===== config.mk =====
export PLATFORM = sky130hd
export DESIGN_NAME = hazard_ctrl
export DESIGN_NICKNAME = d
export VERILOG_FILES = /design/src/rtl/hazard_ctrl.sv
export SDC_FILE = /design/constraint.sdc
export NUM_CORES = 1
export LEC_CHECK = 0
export ABC_CLOCK_PERIOD_IN_PS = 2200
export BUFFER_PORTS_ARGS = -buffer_cell sky130_fd_sc_hd__buf_2
export CORE_MARGIN = 3
export CORE_UTILIZATION = 43
export CTS_CLUSTER_SIZE = 16
export DETAILED_ROUTE_END_ITERATION = 8
export PLACE_DENSITY_LB_ADDON = 0.2
export SLEW_MARGIN = 20
export SYNTH_ARGS = -nofsm -noshare
export SYNTH_HDL_FRONTEND = slang
export SYNTH_SLANG_ARGS = --single-unit

===== constraint.sdc =====
create_clock -name clk -period 2.2 [get_ports clk]
set_input_delay 0.11 -clock clk [delete_from_list [all_inputs] [get_ports clk]]
set_output_delay 0.11 -clock clk [all_outputs]
set_load 0.005 [all_outputs]

===== src/rtl/hazard_ctrl.sv =====
// Pipeline hazard sequencer: load-use bubbles, branch flushes, and memory-wait freezes.
// Optional stall-cycle counter enabled by defining HAZARD_STALL_COUNT_EN.
module hazard_ctrl #(
  parameter logic [3:0]  LOAD_TYPE    = 4'd1,
  parameter int unsigned LOAD_BUBBLES = 1,
  parameter int unsigned FLUSH_CYCLES = 1
) (
  input  logic        clk,
  input  logic        rst,
  input  logic        idUsesRS,
  input  logic        idUsesRT,
  input  logic [4:0]  idRS,
  input  logic [4:0]  idRT,
  input  logic [3:0]  exInstrType,
  input  logic [4:0]  exRegDest,
  input  logic        branchTaken,
  input  logic        memBusy,
  output logic        stallPC,
  output logic        stallIFID,
  output logic        stallIDEX,
  output logic        stallEXMEM,
  output logic        bubbleIDEX,
  output logic        bubbleMEMWB,
  output logic        flushIFID,
  output logic        flushIDEX,
  output logic [15:0] stallCycles
);

  typedef enum logic [1:0] {RUN, BUBBLE, FLUSH, MEMWAIT} state_t;

  localparam logic [1:0] LB_INIT = 2'(LOAD_BUBBLES - 1);
  localparam logic [1:0] FC_INIT = 2'(FLUSH_CYCLES - 1);

  state_t     r_state, w_next_state;
  state_t     r_saved, w_next_saved;
  logic [1:0] r_cnt, w_next_cnt;

  logic w_load_use;
  logic w_freeze;
  logic w_bubble;
  logic w_flush_ifid;
  logic w_flush_idex;

  assign w_load_use = (exInstrType == LOAD_TYPE) && (exRegDest != 5'd0) &&
                      ((idUsesRS && (exRegDest == idRS)) ||
                       (idUsesRT && (exRegDest == idRT)));

  always_comb begin
    w_freeze     = 1'b0;
    w_bubble     = 1'b0;
    w_flush_ifid = 1'b0;
    w_flush_idex = 1'b0;
    w_next_state = r_state;
    w_next_cnt   = r_cnt;
    w_next_saved = r_saved;
    case (r_state)
      RUN: begin
        if (memBusy) begin
          w_freeze     = 1'b1;
          w_next_saved = RUN;
          w_next_state = MEMWAIT;
        end else if (branchTaken) begin
          w_flush_ifid = 1'b1;
          w_flush_idex = 1'b1;
          if (FLUSH_CYCLES > 1) begin
            w_next_cnt   = FC_INIT;
            w_next_state = FLUSH;
          end
        end else if (w_load_use) begin
          w_bubble = 1'b1;
          if (LOAD_BUBBLES > 1) begin
            w_next_cnt   = LB_INIT;
            w_next_state = BUBBLE;
          end
        end
      end
      BUBBLE: begin
        if (memBusy) begin
          w_freeze     = 1'b1;
          w_next_saved = BUBBLE;
          w_next_state = MEMWAIT;
        end else begin
          w_bubble   = 1'b1;
          w_next_cnt = r_cnt - 2'd1;
          if (r_cnt == 2'd1) w_next_state = RUN;
        end
      end
      FLUSH: begin
        if (memBusy) begin
          w_freeze     = 1'b1;
          w_next_saved = FLUSH;
          w_next_state = MEMWAIT;
        end else begin
          w_flush_ifid = 1'b1;
          w_next_cnt   = r_cnt - 2'd1;
          if (r_cnt == 2'd1) w_next_state = RUN;
        end
      end
      MEMWAIT: begin
        // Return cycle is silent; savedState's rules apply from the next cycle.
        if (memBusy) w_freeze = 1'b1;
        else         w_next_state = r_saved;
      end
      default: w_next_state = RUN;
    endcase
  end

  always_ff @(posedge clk or posedge rst) begin
    if (rst) begin
      r_state <= RUN;
      r_saved <= RUN;
      r_cnt   <= '0;
    end else begin
      r_state <= w_next_state;
      r_saved <= w_next_saved;
      r_cnt   <= w_next_cnt;
    end
  end

  // Mealy outputs are forced low while reset is held, regardless of inputs.
  assign stallPC     = ~rst & (w_freeze | w_bubble);
  assign stallIFID   = ~rst & (w_freeze | w_bubble);
  assign stallIDEX   = ~rst & w_freeze;
  assign stallEXMEM  = ~rst & w_freeze;
  assign bubbleIDEX  = ~rst & w_bubble;
  assign bubbleMEMWB = ~rst & w_freeze;
  assign flushIFID   = ~rst & w_flush_ifid;
  assign flushIDEX   = ~rst & w_flush_idex;

`ifdef HAZARD_STALL_COUNT_EN
  logic [15:0] r_stall_cnt;

  always_ff @(posedge clk or posedge rst) begin
    if (rst)                                  r_stall_cnt <= '0;
    else if (stallPC && (r_stall_cnt != '1))  r_stall_cnt <= r_stall_cnt + 16'd1;
  end

  assign stallCycles = r_stall_cnt;
`else
  assign stallCycles = '0;
`endif

endmodule


==> flow_summary.ini <==
[power]
intPower_w = 0.0004342
power_leakage_nw = 0.4451
clkPwrFrac_pct = 14.3
pwr-share-seq_pct = 30.0
switching_share_pct = 39.29
p_per_area_mw_per_mm2 = 878.1
ir_drop_mv = 0.6291
power.switching_w = 0.0002810
p_comb_share_pct = 55.7

[logic_synthesis]
syn_area_um2 = 693.2
synth_edf_count = 0
synth.most_common_cell = buf_4
synth_cell_types = 26
yosys.area.top_type_share_pct = 21.66
yosys.area.top_type = dfrtp_1
synth_flop_cell = dfrtp_1
synthArstFlopShare_pct = 100.0
ys_seq_elements = 6
netlist_top_cells_area = dfrtp_1, buf_4, xor2_1
ys_seq_area_share_pct = 21.66
yosys-top-cells-count = buf_4, xor2_1, dfrtp_1
synthCells = 81
synth_warnings = 0
syn_area_per_cell_um2 = 8.558

[detailed_routing]
avgRoutedWirePerCell_um = 11.93
drc = 0
antenna_left = 0
drt_wl_total_um = 1515
vias = 615
viasPerCell = 4.843
drt_iter0_drc = 19
drt_pass1_iterations = 4

[critical_path]
path_class = reg2out
r2r_setup_slack_ps = 570
cp.arrival_ps = 1830
critPathCaptureType = primary output
r2r_end = r_state[0]
cp-start-kind = flop
r2r_start = r_state[0]
worst-endpoint-required_ps = 2090
timing.critical_path.to = stallPC
startpoint = r_state[0]
worst-path-max-fanout = 6
rr_worst_depth = 6

[sta]
period_minus_slack_ps = 1943
final_max_slew_viol_count = 0
rsz0062_at_grt = false
finalSetupTns_ps = 0
fmax_ghz = 0.5146
finalClockSkew_ps = 9.216
finalCritPeriodShare_pct = 88.33
final-setup-viol-count = 0
finalHoldViolCount = 0

[floorplan]
die_w_um = 46.15
start_util_pct = 49.55
dieArea_mm2 = 0.002130
ios = 49
fp.dieH_um = 46.15
core_area_mm2 = 0.001399
row_count = 13

[clock_network]
clkTransAtPathRegs_ps = 50
clockRootBuffer = clkbuf_4
ctsResizeCount = 0
cts_tree = yes
cts_made_buffers = 3
clockBufferDepth = 2
cts_sinks = 6
cts_max_level = 1
clk_latency_ps = 250

[global_routing]
overflow = 0
track_usage_pct = 15.61
grt_pass1_vias = 526
grt_pass1_wl_um = 2235
antenna_found_initial = 0
grt_max_degree = 13

[place]
placed_cell_area_um2 = 782.0
dp_hpwl_um = 1281
place_congestion = 0.7913
portBuffers = 32

[flow_run]
cap_viol_max_count = 0

[cells_and_area]
final_cell_area_um2 = 814.5
drive_gt1_share_pct = 35.71
final_nets = 144
area_growth_pct = 17.51
antennaDiodeCount = 0

[status]
status = finished, final reports clean

[hold_path]
hold_class = in2reg
-- worst min-delay path by stage --
| stage | start | end | slack, ps | cells past startpoint |
|---|---|---|---|---|
| final | memBusy | r_saved[0] | 250 | 2 |
| after floorplan | rst | r_cnt[0] | -100 | 1 |
| after detailed placement | rst | r_saved[0] | 70 | 2 |
| after global placement | rst | r_saved[0] | 70 | 2 |
| after CTS | memBusy | r_saved[0] | 240 | 2 |
| after global routing | memBusy | r_saved[1] | 290 | 2 |
-- state kept, by name (all words and copies together) (netlist names) --
name	cells
r_cnt	2
r_saved	2
r_state	2
-- power groups by stage --
stage                     clock, W  sequential, W  combinational, W
final                     0.000102       0.000215          0.000398
after CTS                 0.000108       0.000213          0.000401
after floorplan                  0       0.000204          0.000327
after detailed placement         0       0.000215          0.000397
after global routing      0.000118       0.000222          0.000454
after global placement           0       0.000210          0.000391
-- per-layer routing --
layer,up-vias,global-route usage (%),routed length [um]
li1,303,-,-
met1,273,16.00,602
met2,35,25.82,688
met3,4,6.250,186
met4,0,10.23,36
met5,-,0,0
-- metrics by stage --
stage | util [%] | setup slack [ps] | power (W) | instances | hold slack, ps
floorplan | - | 627.5 | 0.0005312 | 96 | -99.04
global placement | 55.90 | 546.3 | 0.0006007 | 123 | 72.95
detailed placement | 55.90 | 519.8 | 0.0006124 | 123 | 74.56
CTS | 58.23 | 243.6 | 0.0007222 | 127 | 239.3
global route | 58.23 | 105.4 | 0.0007937 | 127 | 286.7
finish | 58.23 | 256.7 | 0.0007152 | 127 | 250.6
-- layout make-up --
cell class / count / area, um^2
fill: 139 / 584.3
multi-input combinational: 65 / 434.2
timing repair buffer: 33 / 170.2
sequential: 6 / 150.1
clock buffer: 3 / 22.52
inverter: 5 / 18.77
tap: 15 / 18.77
-- critical path: stages (launching register included) --
cell and delay (ps):
dfrtp_1 410, inv_1 100, ha_1 260, inv_1 90
nor4b_2 270, o21ai_1 120, o22ai_1 200, buf_2 140
-- layout by cell type, fill, tap and decap left out, drive strengths merged --
| cell | synthesis | routed |
|---|---|---|
| and3 | 1 | 1 |
| xor2 | 8 | 8 |
| xnor2 | 3 | 3 |
| a22o | 2 | 2 |
| or4b | 1 | 1 |
| ha | 5 | 5 |
| conb | 1 | 16 |
| o21ai | 4 | 4 |
| nand2b | 2 | 2 |
| clkbuf | 1 | 3 |
| a21oi | 4 | 4 |
| or4 | 1 | 1 |
| buf | 19 | 32 |
| nor3 | 1 | 1 |
| dfrtp | 6 | 6 |
| a32oi | 1 | 1 |
| and2 | 1 | 1 |
| nor4 | 2 | 2 |
| nor4b | 1 | 1 |
| mux2 | 3 | 3 |
| dlygate4sd3 | 0 | 1 |
| nor2 | 2 | 2 |
| nor2b | 1 | 1 |
| inv | 5 | 5 |
| o22ai | 1 | 1 |
| nand2 | 5 | 5 |
-- cells by family (layout without fill, tap and decap cells) --
| family | count (synthesis) | count (layout) | share of synthesized area (%) |
|---|---|---|---|
| simple gates | 18 | 18 | 15.70 |
| xor+xnor | 11 | 11 | 13.90 |
| other cells | 1 | 16 | 0.5410 |
| fa+ha+maj | 5 | 5 | 9.025 |
| mux | 3 | 3 | 4.873 |
| flops | 6 | 6 | 21.66 |
| compound gates | 12 | 12 | 10.47 |
| buf+inv | 25 | 41 | 23.83 |
-- what timing repair did --
item / in CTS / in global routing
endpoints found under the hold margin: 6 / 0
hold buffers: 1 / 0
setup endpoints to repair: 0 / 0
setup buffers: 0 / 0
Note: power is estimated with default switching activity, not from simulation.
